## src/rtl/rewire_cmd_issuer.sv

```systemverilog
// Command issuer for the ReWire pipelined state machine.
// Buffers valid/ready commands, drives one word per clock (a NOP bubble when
// idle), tracks real words through the pipeline with a shadow valid chain and
// collects their results into a credit-protected response FIFO.
module rewire_cmd_issuer #(
    parameter int unsigned CMD_DEPTH = 4,
    parameter int unsigned RSP_DEPTH = 4,
    parameter int unsigned LAT       = 2,
    parameter logic [9:0]  NOP_WORD  = 10'h300
) (
    input  logic        clk,
    input  logic        rst,
    input  logic        cmd_valid,
    output logic        cmd_ready,
    input  logic [9:0]  cmd_data,
    output logic [9:0]  dut_in,
    input  logic [15:0] dut_out,
    output logic        rsp_valid,
    input  logic        rsp_ready,
    output logic [15:0] rsp_data,
    output logic        busy
);

    localparam int unsigned CAW = $clog2(CMD_DEPTH);
    localparam int unsigned RAW = $clog2(RSP_DEPTH);
    localparam int unsigned CRW = $clog2(RSP_DEPTH + 1);

    // Command FIFO; pointers carry one extra bit to tell full from empty.
    logic [9:0]     r_cmd_mem [CMD_DEPTH];
    logic [CAW:0]   r_cmd_wp;
    logic [CAW:0]   r_cmd_rp;
    logic           w_cmd_empty;
    logic           w_cmd_full;
    logic           w_cmd_push;

    // Response FIFO.
    logic [15:0]    r_rsp_mem [RSP_DEPTH];
    logic [RAW:0]   r_rsp_wp;
    logic [RAW:0]   r_rsp_rp;
    logic [RAW:0]   w_rsp_count;
    logic           w_rsp_empty;
    logic           w_rsp_full;
    logic           w_rsp_push;
    logic           w_rsp_pop;

    // Issue path.
    logic [9:0]     r_dut_in;
    logic [LAT-1:0] r_vld;
    logic [LAT-1:0] w_vld_d;
    logic [CRW-1:0] r_credits;
    logic [CRW-1:0] w_credits_d;
    logic           w_issue;

    assign w_cmd_empty = (r_cmd_wp == r_cmd_rp);
    assign w_cmd_full  = (r_cmd_wp[CAW] != r_cmd_rp[CAW]) &&
                         (r_cmd_wp[CAW-1:0] == r_cmd_rp[CAW-1:0]);
    assign w_cmd_push  = cmd_valid && !w_cmd_full;

    assign w_rsp_count = r_rsp_wp - r_rsp_rp;
    assign w_rsp_empty = (r_rsp_wp == r_rsp_rp);
    assign w_rsp_full  = (r_rsp_wp[RAW] != r_rsp_rp[RAW]) &&
                         (r_rsp_wp[RAW-1:0] == r_rsp_rp[RAW-1:0]);
    // The last shadow stage marks dut_out as a real result this cycle.
    assign w_rsp_push  = r_vld[LAT-1];
    assign w_rsp_pop   = !w_rsp_empty && rsp_ready;

    // A credit is a reserved response slot; without one, nothing may issue.
    assign w_issue     = !w_cmd_empty && (r_credits != '0);

    assign cmd_ready   = !w_cmd_full;
    assign dut_in      = r_dut_in;
    assign rsp_valid   = !w_rsp_empty;
    assign rsp_data    = w_rsp_empty ? 16'h0000 : r_rsp_mem[r_rsp_rp[RAW-1:0]];
    assign busy        = !w_cmd_empty || (r_vld != '0) || !w_rsp_empty;

    // Next shadow chain and credit count.
    always_comb begin
        w_vld_d    = r_vld << 1;
        w_vld_d[0] = w_issue;
        w_credits_d = r_credits;
        unique case ({w_issue, w_rsp_pop})
            2'b10:   w_credits_d = r_credits - CRW'(1);
            2'b01:   w_credits_d = r_credits + CRW'(1);
            default: w_credits_d = r_credits;
        endcase
    end

    // Command FIFO storage (no reset needed; guarded by pointers).
    always_ff @(posedge clk) begin
        if (w_cmd_push) begin
            r_cmd_mem[r_cmd_wp[CAW-1:0]] <= cmd_data;
        end
    end

    // Response FIFO storage.
    always_ff @(posedge clk) begin
        if (w_rsp_push) begin
            r_rsp_mem[r_rsp_wp[RAW-1:0]] <= dut_out;
        end
    end

    // Pointers, issue register, shadow chain and credits.
    always_ff @(posedge clk or posedge rst) begin
        if (rst) begin
            r_cmd_wp  <= '0;
            r_cmd_rp  <= '0;
            r_rsp_wp  <= '0;
            r_rsp_rp  <= '0;
            r_dut_in  <= NOP_WORD;
            r_vld     <= '0;
            r_credits <= CRW'(RSP_DEPTH);
        end else begin
            if (w_cmd_push) begin
                r_cmd_wp <= r_cmd_wp + 1'b1;
            end
            if (w_issue) begin
                r_cmd_rp <= r_cmd_rp + 1'b1;
                r_dut_in <= r_cmd_mem[r_cmd_rp[CAW-1:0]];
            end else begin
                r_dut_in <= NOP_WORD;
            end
            if (w_rsp_push) begin
                r_rsp_wp <= r_rsp_wp + 1'b1;
            end
            if (w_rsp_pop) begin
                r_rsp_rp <= r_rsp_rp + 1'b1;
            end
            r_vld     <= w_vld_d;
            r_credits <= w_credits_d;
        end
    end

    // Credits must make a capture into a full response FIFO impossible.
    always_ff @(posedge clk) begin
        if (!rst) begin
            assert (!(w_rsp_push && w_rsp_full))
                else $error("response captured into full FIFO");
            assert ((int'(r_credits) + int'(w_rsp_count) + $countones(r_vld))
                    == int'(RSP_DEPTH))
                else $error("credit invariant broken");
        end
    end

endmodule

```

## config.mk

```make
export PLATFORM = sky130hd
export DESIGN_NAME = rewire_cmd_issuer
export DESIGN_NICKNAME = d
export VERILOG_FILES = /design/src/rtl/rewire_cmd_issuer.sv
export SDC_FILE = /design/constraint.sdc
export NUM_CORES = 1
export LEC_CHECK = 0
export CORE_MARGIN = 5
export CORE_UTILIZATION = 42
export CTS_CLUSTER_SIZE = 14
export DETAILED_ROUTE_END_ITERATION = 16
export GPL_ROUTABILITY_DRIVEN = 0
export PLACE_DENSITY_LB_ADDON = 0.05
export SLEW_MARGIN = 20
export SYNTH_ARGS = -nofsm -noshare
export SYNTH_HDL_FRONTEND = slang
export SYNTH_SLANG_ARGS = --single-unit
```

## constraint.sdc

```tcl
create_clock -name clk -period 6.15 [get_ports clk]
set_clock_uncertainty 0.15 [all_clocks]
set_input_delay 1.23 -clock clk [delete_from_list [all_inputs] [get_ports clk]]
set_output_delay 1.23 -clock clk [all_outputs]
set_load 0.03 [all_outputs]
```

==> results.json <==
{
  "holdBufCountCts": 0,
  "setup_violations": 0,
  "synth.distinct_cells": 33,
  "cts_buffers": 17,
  "reg2reg_from": "r_cmd_rp[0]",
  "cpMaxStageDelayCell": "dfrtp_1",
  "fin_util": 0.538,
  "ys_ff_latch": 131,
  "clockBufferDepth": 2,
  "cts_num_sinks": 131,
  "hold_violations": 0,
  "grt_start_max_net_pins": 28,
  "vias": 2463,
  "rows": 40,
  "final_nets": 373,
  "p_leak_nw": 2.29,
  "rrSetupSlack_ns": 2.85,
  "status": "finished, final reports clean",
  "initial_utilization": 0.431,
  "max_slew.worst_pin.slew_ns": 0.911,
  "reg2reg_to": "r_credits[2]",
  "synth_top_flop_cell": "edfxtp_1",
  "endpoint": "rsp_data[4]",
  "final_common_cell": "edfxtp_1",
  "syn_inst": 259,
  "critPathArrivalTime_ns": 2.96,
  "final_antenna_net_count": 0,
  "overflow": 0,
  "dp_cells": 480,
  "drt_iter0_markers": 100,
  "async_flop_share": 0.206,
  "io_buffers": 58,
  "yosysSeqAreaShare": 0.731,
  "grt_pass1_vias": 2688,
  "netlist_area_um2": 5200,
  "syn_to_final_growth_pct": 24.9,
  "yosysWarnings": 0,
  "crit_chain": "xor2_1 -> nor3_2 -> buf_4 -> and2b_1 -> clkdlybuf4s50_1",
  "power.density_nw_per_um2": 609,
  "clkTransAtPathRegs_ns": 0.05,
  "hp-class": "reg -> reg",
  "grt_pass1_wl_um": 14700,
  "viasPerCell": 4.81,
  "fin_cells": 512,
  "drt_first_pass_iters": 4,
  "finalSetupTns_ns": 0,
  "synth_area_per_cell_um2": 20.1,
  "start_kind": "flop",
  "slowest_delay_ns": 0.90,
  "dp.final_hpwl_um": 5420,
  "post_cts_resized": 0,
  "critPathLaunch": "r_rsp_rp[1]",
  "insertedDiodeCount": 0,
  "worst-r2r-cell-count": 8,
  "drcViolationCount": 0,
  "max_freq_mhz": 230,
  "required_ns": 4.77,
  "end_kind": "primary output",
  "die_x_um": 121,
  "nFillCells": 982,
  "cts_root_buf": "clkbuf_16",
  "wl_um": 9080,
  "die_h_um": 121,
  "post-route-period-util": 0.706,
  "max_slew_margin": 0.392,
  "drv_cap": 0,
  "syn-num-nets": 301,
  "report.final.slew_viol_count": 0,
  "rsz0062_at_grt": "no",
  "coreArea_um2": 12100,
  "io_pins": 59,
  "fin_crit_ns": 4.34,
  "critPathKind": "reg -> out",
  "cts_tree": "built",
  "final_cell_mix": "edfxtp_1 (104), clkdlybuf4s50_1 (58), mux4_2 (26)",
  "path_max_fanout": 19,
  "cts.htree.levels": 4,
  "drive_gt1_frac": 0.192,
  "wl_per_cell_um": 17.7,
  "peakVddDrop_uv": 252,
  "worstSkewPairLatency_ns": 0.42,
  "die_area_um2": 14700,
  "antenna_found_initial": 0,
  "grt_usage": 0.139,
  "post-cts-setup-buffers": 0,
  "synth_edf_count": 104
}
## synthesized netlist by cell type (3+ instances only)
cell / n / area, um2
xnor2_1: 7 / 61.3
or3_1: 3 / 18.8
buf_2: 3 / 15.0
and2b_1: 6 / 45.0
xor2_1: 8 / 70.1
inv_1: 10 / 37.5
nor2b_1: 18 / 113
mux2_2: 4 / 45.0
and3_1: 3 / 18.8
edfxtp_1: 104 / 3120
dfrtp_1: 24 / 601
and2_1: 4 / 25.0
dfstp_2: 3 / 78.8
ha_1: 11 / 138
mux4_2: 26 / 586
## state kept, by name (all words and copies together) (netlist names)
name	flops
r_cmd_mem	40
r_vld	2
r_rsp_rp	3
r_cmd_wp	3
r_credits	3
r_cmd_rp	3
dut_in	10
r_rsp_wp	3
r_rsp_mem	64
## cells by family (layout without fill, tap and decap cells)
kind of cell               count (synthesis)  count (layout)  synth area share
AOI/OAI and AO/OA                          9               9            0.0166
xor gates and xnor gates                  17              17            0.0315
adders and majority gates                 12              12            0.0303
buffers and inverters                     18             103            0.0180
DFF                                      131             131             0.731
muxes                                     30              30             0.121
and+or+nand+nor                           42              42            0.0508
## area by class of cell
cell class / count / area, um2 / area share
clock buffers: 22 / 454 / 0.0699
clock inverters: 10 / 85.1 / 0.0131
inverters: 10 / 37.5 / 0.00578
multi-input cells: 110 / 1300 / 0.201
flip-flops and latches: 131 / 3800 / 0.585
well taps: 168 / 210 / 0.0324
repair buffers: 61 / 603 / 0.0929
## metal layers
| layer | vias up | track usage | routed length, um |
|---|---|---|---|
| li1 | 1145 | - | - |
| met1 | 1256 | 0.163 | 3920 |
| met2 | 50 | 0.228 | 4640 |
| met3 | 12 | 0.0517 | 406 |
| met4 | 0 | 0.0630 | 117 |
| met5 | - | 0 | 0 |
## report_power, final
group / switching (W) / internal, W
sequential: 0.000172 / 0.00130
combinational: 0.000853 / 0.000720
clock: 0.000351 / 0.000561
## per-stage QoR
step	hold slack, ns	power, W	setup WS [ns]	instance area (um2)
5_1_grt	0.249	0.00420	1.55	6490
3_5_place_dp	0.218	0.00310	2.10	5960
3_3_place_gp	0.210	0.00310	2.24	5960
6_report	0.226	0.00395	1.81	6490
2_1_floorplan	0.205	0.00255	3.22	5200
4_1_cts	0.230	0.00404	1.65	6490
## critical path, delay by kind of cell (launching register included)
family	cells	cell delay, ns
xor+xnor	1	0.25
flops	1	0.90
simple gates	2	0.53
buf+inv	2	0.87
## worst min path at each step
stage,cells past startpoint,to,startpoint
5_1_grt,0,r_vld[1],r_vld[0]
2_1_floorplan,0,r_vld[1],r_vld[0]
3_3_place_gp,0,r_vld[1],r_vld[0]
3_5_place_dp,0,r_vld[1],r_vld[0]
4_1_cts,0,r_vld[1],r_vld[0]
6_report,0,r_vld[1],r_vld[0]
No activity file was read; power rests on OpenSTA's default activity.
